## src/rtl/regfile_pkg.sv

```systemverilog
// Shared constants and register-address type for the scoreboarded register file.
package regfile_pkg;

  localparam int unsigned DWIDTH_DEF = 32;
  localparam int unsigned NREGS_DEF  = 32;
  localparam int unsigned REG_AW     = $clog2(NREGS_DEF);

  typedef logic [REG_AW-1:0] reg_addr_t;

endpackage

```

## src/rtl/regfile_scoreboard.sv

```systemverilog
// Per-register busy bits tracking outstanding results, with the pending-count popcount.
module regfile_scoreboard
  import regfile_pkg::*;
#(
  parameter int unsigned NREGS = NREGS_DEF,
  localparam int unsigned AW   = $clog2(NREGS),
  localparam int unsigned CW   = AW + 1
) (
  input  logic             clk,
  input  logic             reset,
  input  logic             set_i,
  input  logic [AW-1:0]    set_idx_i,
  input  logic             clr_i,
  input  logic [AW-1:0]    clr_idx_i,
  output logic [NREGS-1:0] busy_o,
  output logic [CW-1:0]    pend_cnt_o
);

  logic [NREGS-1:0] busy_q, busy_d;
  logic [CW-1:0]    cnt;

  // Set is applied after clear so a same-edge re-issue keeps the register busy.
  always_comb begin
    busy_d = busy_q;
    if (clr_i) busy_d[clr_idx_i] = 1'b0;
    if (set_i && (set_idx_i != '0)) busy_d[set_idx_i] = 1'b1;
    busy_d[0] = 1'b0;
  end

  always_ff @(posedge clk or posedge reset) begin
    if (reset) busy_q <= '0;
    else       busy_q <= busy_d;
  end

  always_comb begin
    cnt = '0;
    for (int unsigned i = 0; i < NREGS; i++) cnt = cnt + CW'(busy_q[i]);
  end

  assign busy_o     = busy_q;
  assign pend_cnt_o = cnt;

endmodule

```

## src/rtl/regfile_sb.sv

```systemverilog
// Multi-port register file with scoreboard; x0 hardwired to zero.
// Define REGFILE_SB_BYPASS_EN to forward same-cycle writeback data to the read ports.
module regfile_sb
  import regfile_pkg::*;
#(
  parameter int unsigned DWIDTH  = DWIDTH_DEF,
  parameter int unsigned NREGS   = NREGS_DEF,
  parameter int unsigned NRPORTS = 2,
  localparam int unsigned AW     = $clog2(NREGS)
) (
  input  logic                      clk,
  input  logic                      reset,
  input  logic [NRPORTS*AW-1:0]     rd_addr,
  output logic [NRPORTS*DWIDTH-1:0] rd_data,
  output logic [NRPORTS-1:0]        rd_busy,
  input  logic                      issue_valid,
  input  logic [AW-1:0]             issue_rd,
  input  logic                      issue_pend,
  input  logic                      wb_valid,
  input  logic [AW-1:0]             wb_rd,
  input  logic [DWIDTH-1:0]         wb_data,
  output logic                      stall,
  output logic [AW:0]               pend_cnt
);

  logic [DWIDTH-1:0] regs_q [NREGS];
  logic [NREGS-1:0]  busy;
  logic [AW-1:0]     rd_idx;

  always_ff @(posedge clk or posedge reset) begin
    if (reset) begin
      for (int unsigned i = 0; i < NREGS; i++) regs_q[i] <= '0;
    end else if (wb_valid && (wb_rd != '0)) begin
      regs_q[wb_rd] <= wb_data;
    end
  end

  regfile_scoreboard #(.NREGS(NREGS)) u_sb (
    .clk        (clk),
    .reset      (reset),
    .set_i      (issue_valid && issue_pend),
    .set_idx_i  (issue_rd),
    .clr_i      (wb_valid),
    .clr_idx_i  (wb_rd),
    .busy_o     (busy),
    .pend_cnt_o (pend_cnt)
  );

  always_comb begin
    rd_data = '0;
    rd_busy = '0;
    rd_idx  = '0;
    for (int unsigned p = 0; p < NRPORTS; p++) begin
      rd_idx = rd_addr[p*AW +: AW];
      if (rd_idx != '0) begin
        rd_data[p*DWIDTH +: DWIDTH] = regs_q[rd_idx];
        rd_busy[p]                  = busy[rd_idx];
`ifdef REGFILE_SB_BYPASS_EN
        if (wb_valid && (wb_rd == rd_idx)) begin
          rd_data[p*DWIDTH +: DWIDTH] = wb_data;
          rd_busy[p]                  = 1'b0;
        end
`endif
      end
    end
  end

  assign stall = |rd_busy;

endmodule

```

## config.mk

```make
export PLATFORM = sky130hd
export DESIGN_NAME = regfile_sb
export DESIGN_NICKNAME = d
export VERILOG_FILES = /design/src/rtl/regfile_pkg.sv /design/src/rtl/regfile_scoreboard.sv /design/src/rtl/regfile_sb.sv
export SDC_FILE = /design/constraint.sdc
export NUM_CORES = 2
export LEC_CHECK = 0
export BUFFER_PORTS_ARGS = -buffer_cell sky130_fd_sc_hd__buf_2
export CORE_MARGIN = 1
export CORE_UTILIZATION = 55
export DETAILED_ROUTE_END_ITERATION = 8
export GPL_TIMING_DRIVEN = 1
export HOLD_SLACK_MARGIN = 0.1
export PLACE_DENSITY_LB_ADDON = 0.2
export SLEW_MARGIN = 20
export SYNTH_ARGS = -nofsm -noshare
export SYNTH_HDL_FRONTEND = slang
export SYNTH_SLANG_ARGS = --single-unit
export TNS_END_PERCENT = 100
```

## constraint.sdc

```tcl
create_clock -name clk -period 68.8 [get_ports clk]
set_input_delay 10.32 -clock clk [delete_from_list [all_inputs] [get_ports clk]]
set_output_delay 10.32 -clock clk [all_outputs]
set_load 0.01 [all_outputs]
```

# Word level (Yosys, flattened, before mapping)
# Index checks and enable logic that the tools add are counted.
# totals
reg_bits	1055
latch_bits	0
mem_bits_rw	0
romBits	0
n_memories	0
# classes
add_sub_neg	30
mul	0
div	0
order_cmp	10
eq_ne	0
n_shift	0
mux	23
bitwise_logic	6
reduce_logical	11
# op_table
operator	count
$bwmux W1024	1
$bmux W32 S5	2
$mux W32	9
$add A6 B1 Y6	29
$demux W32 S5	1
$and A32 B32 Y32	1
$not A32 Y32	1
$or A32 B32 Y32	1
$lt A5 B6 Y1 const B	4
$reduce_bool A5 Y1	4
$ge A6 B6 Y1 const B	3
$not A5 Y6	3
$bmux W1 S5	2
$demux W1 S5	2
$ge A5 B1 Y1 const B	2
$logic_and A1 B1 Y1	6
$lt A6 B1 Y1 const B	1
$mux W1	6
$add A1 B1 Y2	1
$reduce_or A2 Y1	1

# Logic depth before layout (Yosys ltp)
# depth
depth_word	30
ltp_mapped	16
mapped_depth_nobuf	16

# Cells and area by module
# From an unflattened synthesis, not the netlist that was laid out.
# hier_totals
cells_unflattened	3550
hier_area_um2	56470.4
# by_module_without_submodules
module	n_inst	cells_per_inst	area_each_um2	seq_area_each_um2
regfile_sb	1	3342	54379.7	25624.6
regfile_scoreboard	1	208	2090.8	775.7

# Least setup slack after synthesis
# No wires, ideal clock.
# synth_timing
path_kind	input port to output port
startpoint	in rd_addr[0]
endpoint	out rd_data[29]
t_arrival_ns	11.987
required_time_ns	58.480
slack_ns	46.493
path_stages	8
n_path_buf	4
path_cell_list	buf_6 > buf_6 > buf_2 > buf_4 > mux4_2 > mux2i_1 > o22ai_1 > a21o_1
# synth_between
elab_chain_len	5
word_cells_on_any_way	6
cone_classes	4 x mux; 1 x bitwise; 1 x reduce/logical
# synth_lines
item	line_no	rtl
start: declaration	regfile_sb.sv:13	input logic [NRPORTS*AW-1:0] rd_addr,
$not A5 Y6 (not written as such)	regfile_sb.sv:56	rd_data[p*DWIDTH +: DWIDTH] = regs_q[rd_idx];
$bmux W32 S5	regfile_sb.sv:56	
$mux W32 (not written as such) (2 in series)	regfile_sb.sv:56	
$mux W32 *	regfile_sb.sv:55	if (rd_idx != '0) begin
end: declaration	regfile_sb.sv:14	output logic [NRPORTS*DWIDTH-1:0] rd_data,
# Every way passes the cells marked *; elsewhere a longest branch is shown, timed or not. The select of a mux whose other input is x is not followed.

# Worst setup path in the final report
# layout_timing
startpoint	in rd_addr[0]
endpoint	out rd_data[26]
# The elaborated chain is that of the path after synthesis.

==> qor.yml <==
status:
  status: "finished clean"
cells_and_area:
  fill_cells: 7434
  nets: 3518
  final-instance-count-excl-fill: 4899
  drive_above_1_share: 0.5623
  seq_area_um2: 26400
  multi_input_area_um2: 28320
  syn2layout_area_growth_pct: 8.926
critical_path:
  arrival_ns: 14.79
  reg2reg_to: "regs_q[551]"
  crit_chain: "buf_8, buf_4, buf_12, buf_4, mux4_2, mux4_2, a21o_1, buf_2"
  critPathLaunchType: "input port"
  critPathLaunch: "rd_addr[0]"
  worstPathRequired_ns: 58.48
  worstSetupEndpointType: "primary output"
  cp_max_fo: 92
  slowest_delay_ns: 0.90
  reg2regPathDepth: 1
  rrSetupSlack_ns: 67.99
  rr_startpoint: "regs_q[551]"
  cp-endpoint: "rd_data[26]"
  worst_path_max_delay_cell: "buf_4"
  crit_type: "input port to primary output"
clock_network:
  cts_sinks: 1055
  path_clk_slew_ns: 0.06
  cts_hold_buffers: 0
  cts-root-buf: "clkbuf_16"
  cts-resized-gates: 0
  cts_made_buffers: 113
  cts_buffer_depth: 3
  htreeDepth: 3
  cts_setup_buffers: 0
  clkLatencyLatePin_ns: 0.70
  cts_tree: "yes"
timing:
  maxSlewHeadroom: 0.2631
  finalHoldViolations: 0
  slew_violations: 0
  setup_tns_ns: 0
  rsz0062_at_grt: "no"
  worstMarginPinSlew_ns: 1.105
  max_freq_mhz: 39.82
  finalSetupViolCount: 0
  period_share: 0.3650
  layout_min_cycle_time_ns: 25.11
  finClkSkew_ns: 0
synth:
  yosys_register_bits: 1055
  synth_fp_nets: 3610
  avgSynthCellArea_um2: 16.08
  syn_inst: 3521
  netlist_area_um2: 56610
  ys_warn_count: 0
  synthDistinctLibCells: 43
  yosysSeqAreaShare: 0.4664
global_route:
  grt_use_total: 0.3223
  grt_pass1_wl_mm: 245.0
  grt_pass1_vias: 36781
  grt_start_max_net_pins: 174
  grt_antenna_before_repair: 11
  grt-ovfl-total: 0
placed_design:
  dp_hpwl_mm: 92.44
  gp_congestion: 0.8483
  dp_cells: 4682
  portBuffers: 129
floorplanning:
  die_h_um: 322.8
  die_x_um: 322.8
  rows: 117
  io-pin-count: 130
  dieArea_um2: 104200
  core-area_um2: 101900
  initial_utilization: 0.5556
drt:
  routed_via_density: 7.019
  drc_errors: 0
  drt-pass1-iter-count: 5
  wl_per_cell_um: 33.32
  via_count: 34385
  dr.first_iter.drc_count: 3529
  ant_nets: 0
  routed_wl_mm: 163.2
power_and_ir_drop:
  cellPowerDensity_nw_per_um2: 32.74
  ir_drop_uv: 56.24
  p_leak_nw: 27.13
flow_run:
  maxCapViolCount: 0
min_path:
  hp-class: "register to register"
==> final cells by class <==
cell class	instances	share of cell area
Timing Repair Buffer	194	0.02072
Sequential cell	1055	0.4282
Tap cell	1368	0.02776
Clock buffer	168	0.05294
Inverter	49	0.003105
Multi-Input combinational cell	2016	0.4593
Antenna cell	6	0.0002435
Clock inverter	43	0.007772
==> power breakdown <==
group / switching (mW) / leakage, nW / internal [mW]
clock: 0.261 / 1.83 / 0.352
combinational: 0.260 / 11.8 / 0.318
sequential: 0.0887 / 13.5 / 0.739
==> worst min path at each step <==
stage	startpoint	to	slack, ns	cells past startpoint
final	regs_q[1021]	regs_q[1021]	0.40	0
after floorplan	regs_q[1000]	regs_q[1000]	0.44	1
after detailed placement	regs_q[1010]	regs_q[1010]	0.38	0
after global placement	regs_q[999]	regs_q[999]	0.38	0
after global routing	regs_q[1012]	regs_q[1012]	0.40	0
after CTS	regs_q[1010]	regs_q[1010]	0.40	0
==> Yosys cell counts (all sizes together) <==
| master | number | area (um^2) |
|---|---|---|
| mux2 | 996 | 11220 |
| a211oi | 2 | 15.01 |
| dfrtp | 1055 | 26400 |
| nor3 | 6 | 30.03 |
| nand3b | 7 | 52.55 |
| mux2i | 130 | 1301 |
| nand2 | 19 | 71.32 |
| and3 | 1 | 6.260 |
| nand2b | 4 | 25.02 |
| nor4 | 1 | 6.260 |
| mux4 | 590 | 13340 |
| nor2 | 21 | 86.33 |
| nand3 | 4 | 20.02 |
| o22a | 2 | 17.52 |
| a22o | 15 | 131.4 |
| or2 | 1 | 6.260 |
| nor3b | 9 | 67.56 |
| a21oi | 2 | 10.01 |
| a21o | 66 | 495.5 |
| o32ai | 2 | 17.52 |
| nor2b | 3 | 18.77 |
| a211o | 2 | 17.52 |
| clkbuf | 225 | 844.6 |
| xor2 | 1 | 8.760 |
| inv | 49 | 183.9 |
| fa | 23 | 460.4 |
| xnor2 | 2 | 17.52 |
| nand4 | 1 | 6.260 |
| and3b | 3 | 26.28 |
| or3b | 1 | 8.760 |
| o21a | 1 | 7.510 |
| o22ai | 75 | 469.2 |
| o21ai | 12 | 60.06 |
| buf | 176 | 1016 |
| or3 | 5 | 31.28 |
| ha | 9 | 112.6 |
==> per-layer routing <==
metal	vias up	wire, um	GRT usage
li1	13504	-	-
met1	18901	63530	0.4342
met2	1559	79040	0.5153
met3	409	13290	0.06374
met4	12	7300	0.1363
met5	-	82	0
==> critical path: cells and delay by family <==
kind / cells / cell delay, ns
AOI/OAI and AO/OA: 1 / 0.20
muxes: 2 / 1.13
buffers and inverters: 5 / 2.93
==> stage by stage <==
stage | setup slack [ns] | instance area [um^2] | utilization | hold WS (ns) | power [mW]
floorplan | 28.78 | 56610 | - | 0.4413 | 1.240
global placement | 43.56 | 57890 | 0.5682 | 0.3763 | 1.379
detailed placement | 43.57 | 57890 | 0.5682 | 0.3836 | 1.412
CTS | 43.53 | 61630 | 0.6049 | 0.3963 | 2.029
global route | 43.27 | 61650 | 0.6050 | 0.4048 | 2.119
finish | 43.69 | 61660 | 0.6052 | 0.3963 | 2.019
==> state kept, by name, summed over array words and instances (netlist names) <==
name         count
regs_q        1024
u_sb.busy_o     31
==> cell usage in the layout (no fill, tap or decap), drive strengths merged, types with 23 or more instances in the layout <==
| master | Yosys | routed |
|---|---|---|
| a21o | 66 | 66 |
| clkbuf | 225 | 168 |
| fa | 23 | 23 |
| mux4 | 590 | 590 |
| dfrtp | 1055 | 1055 |
| inv | 49 | 52 |
| o22ai | 75 | 75 |
| mux2i | 130 | 130 |
| mux2 | 996 | 996 |
| clkinv | 0 | 27 |
| buf | 176 | 194 |
==> kinds of logic after synthesis <==
family | count (synthesis) | synth area share
AO/OA/AOI/OAI | 179 | 0.02193
XOR/XNOR | 3 | 0.0004643
adder cells (fa/ha/maj) | 32 | 0.01012
buffers and inverters | 450 | 0.03612
flip-flops | 1055 | 0.4664
multiplexers | 1716 | 0.4568
AND/OR/NAND/NOR | 86 | 0.008179
Note: power is estimated with default switching activity, not from simulation.
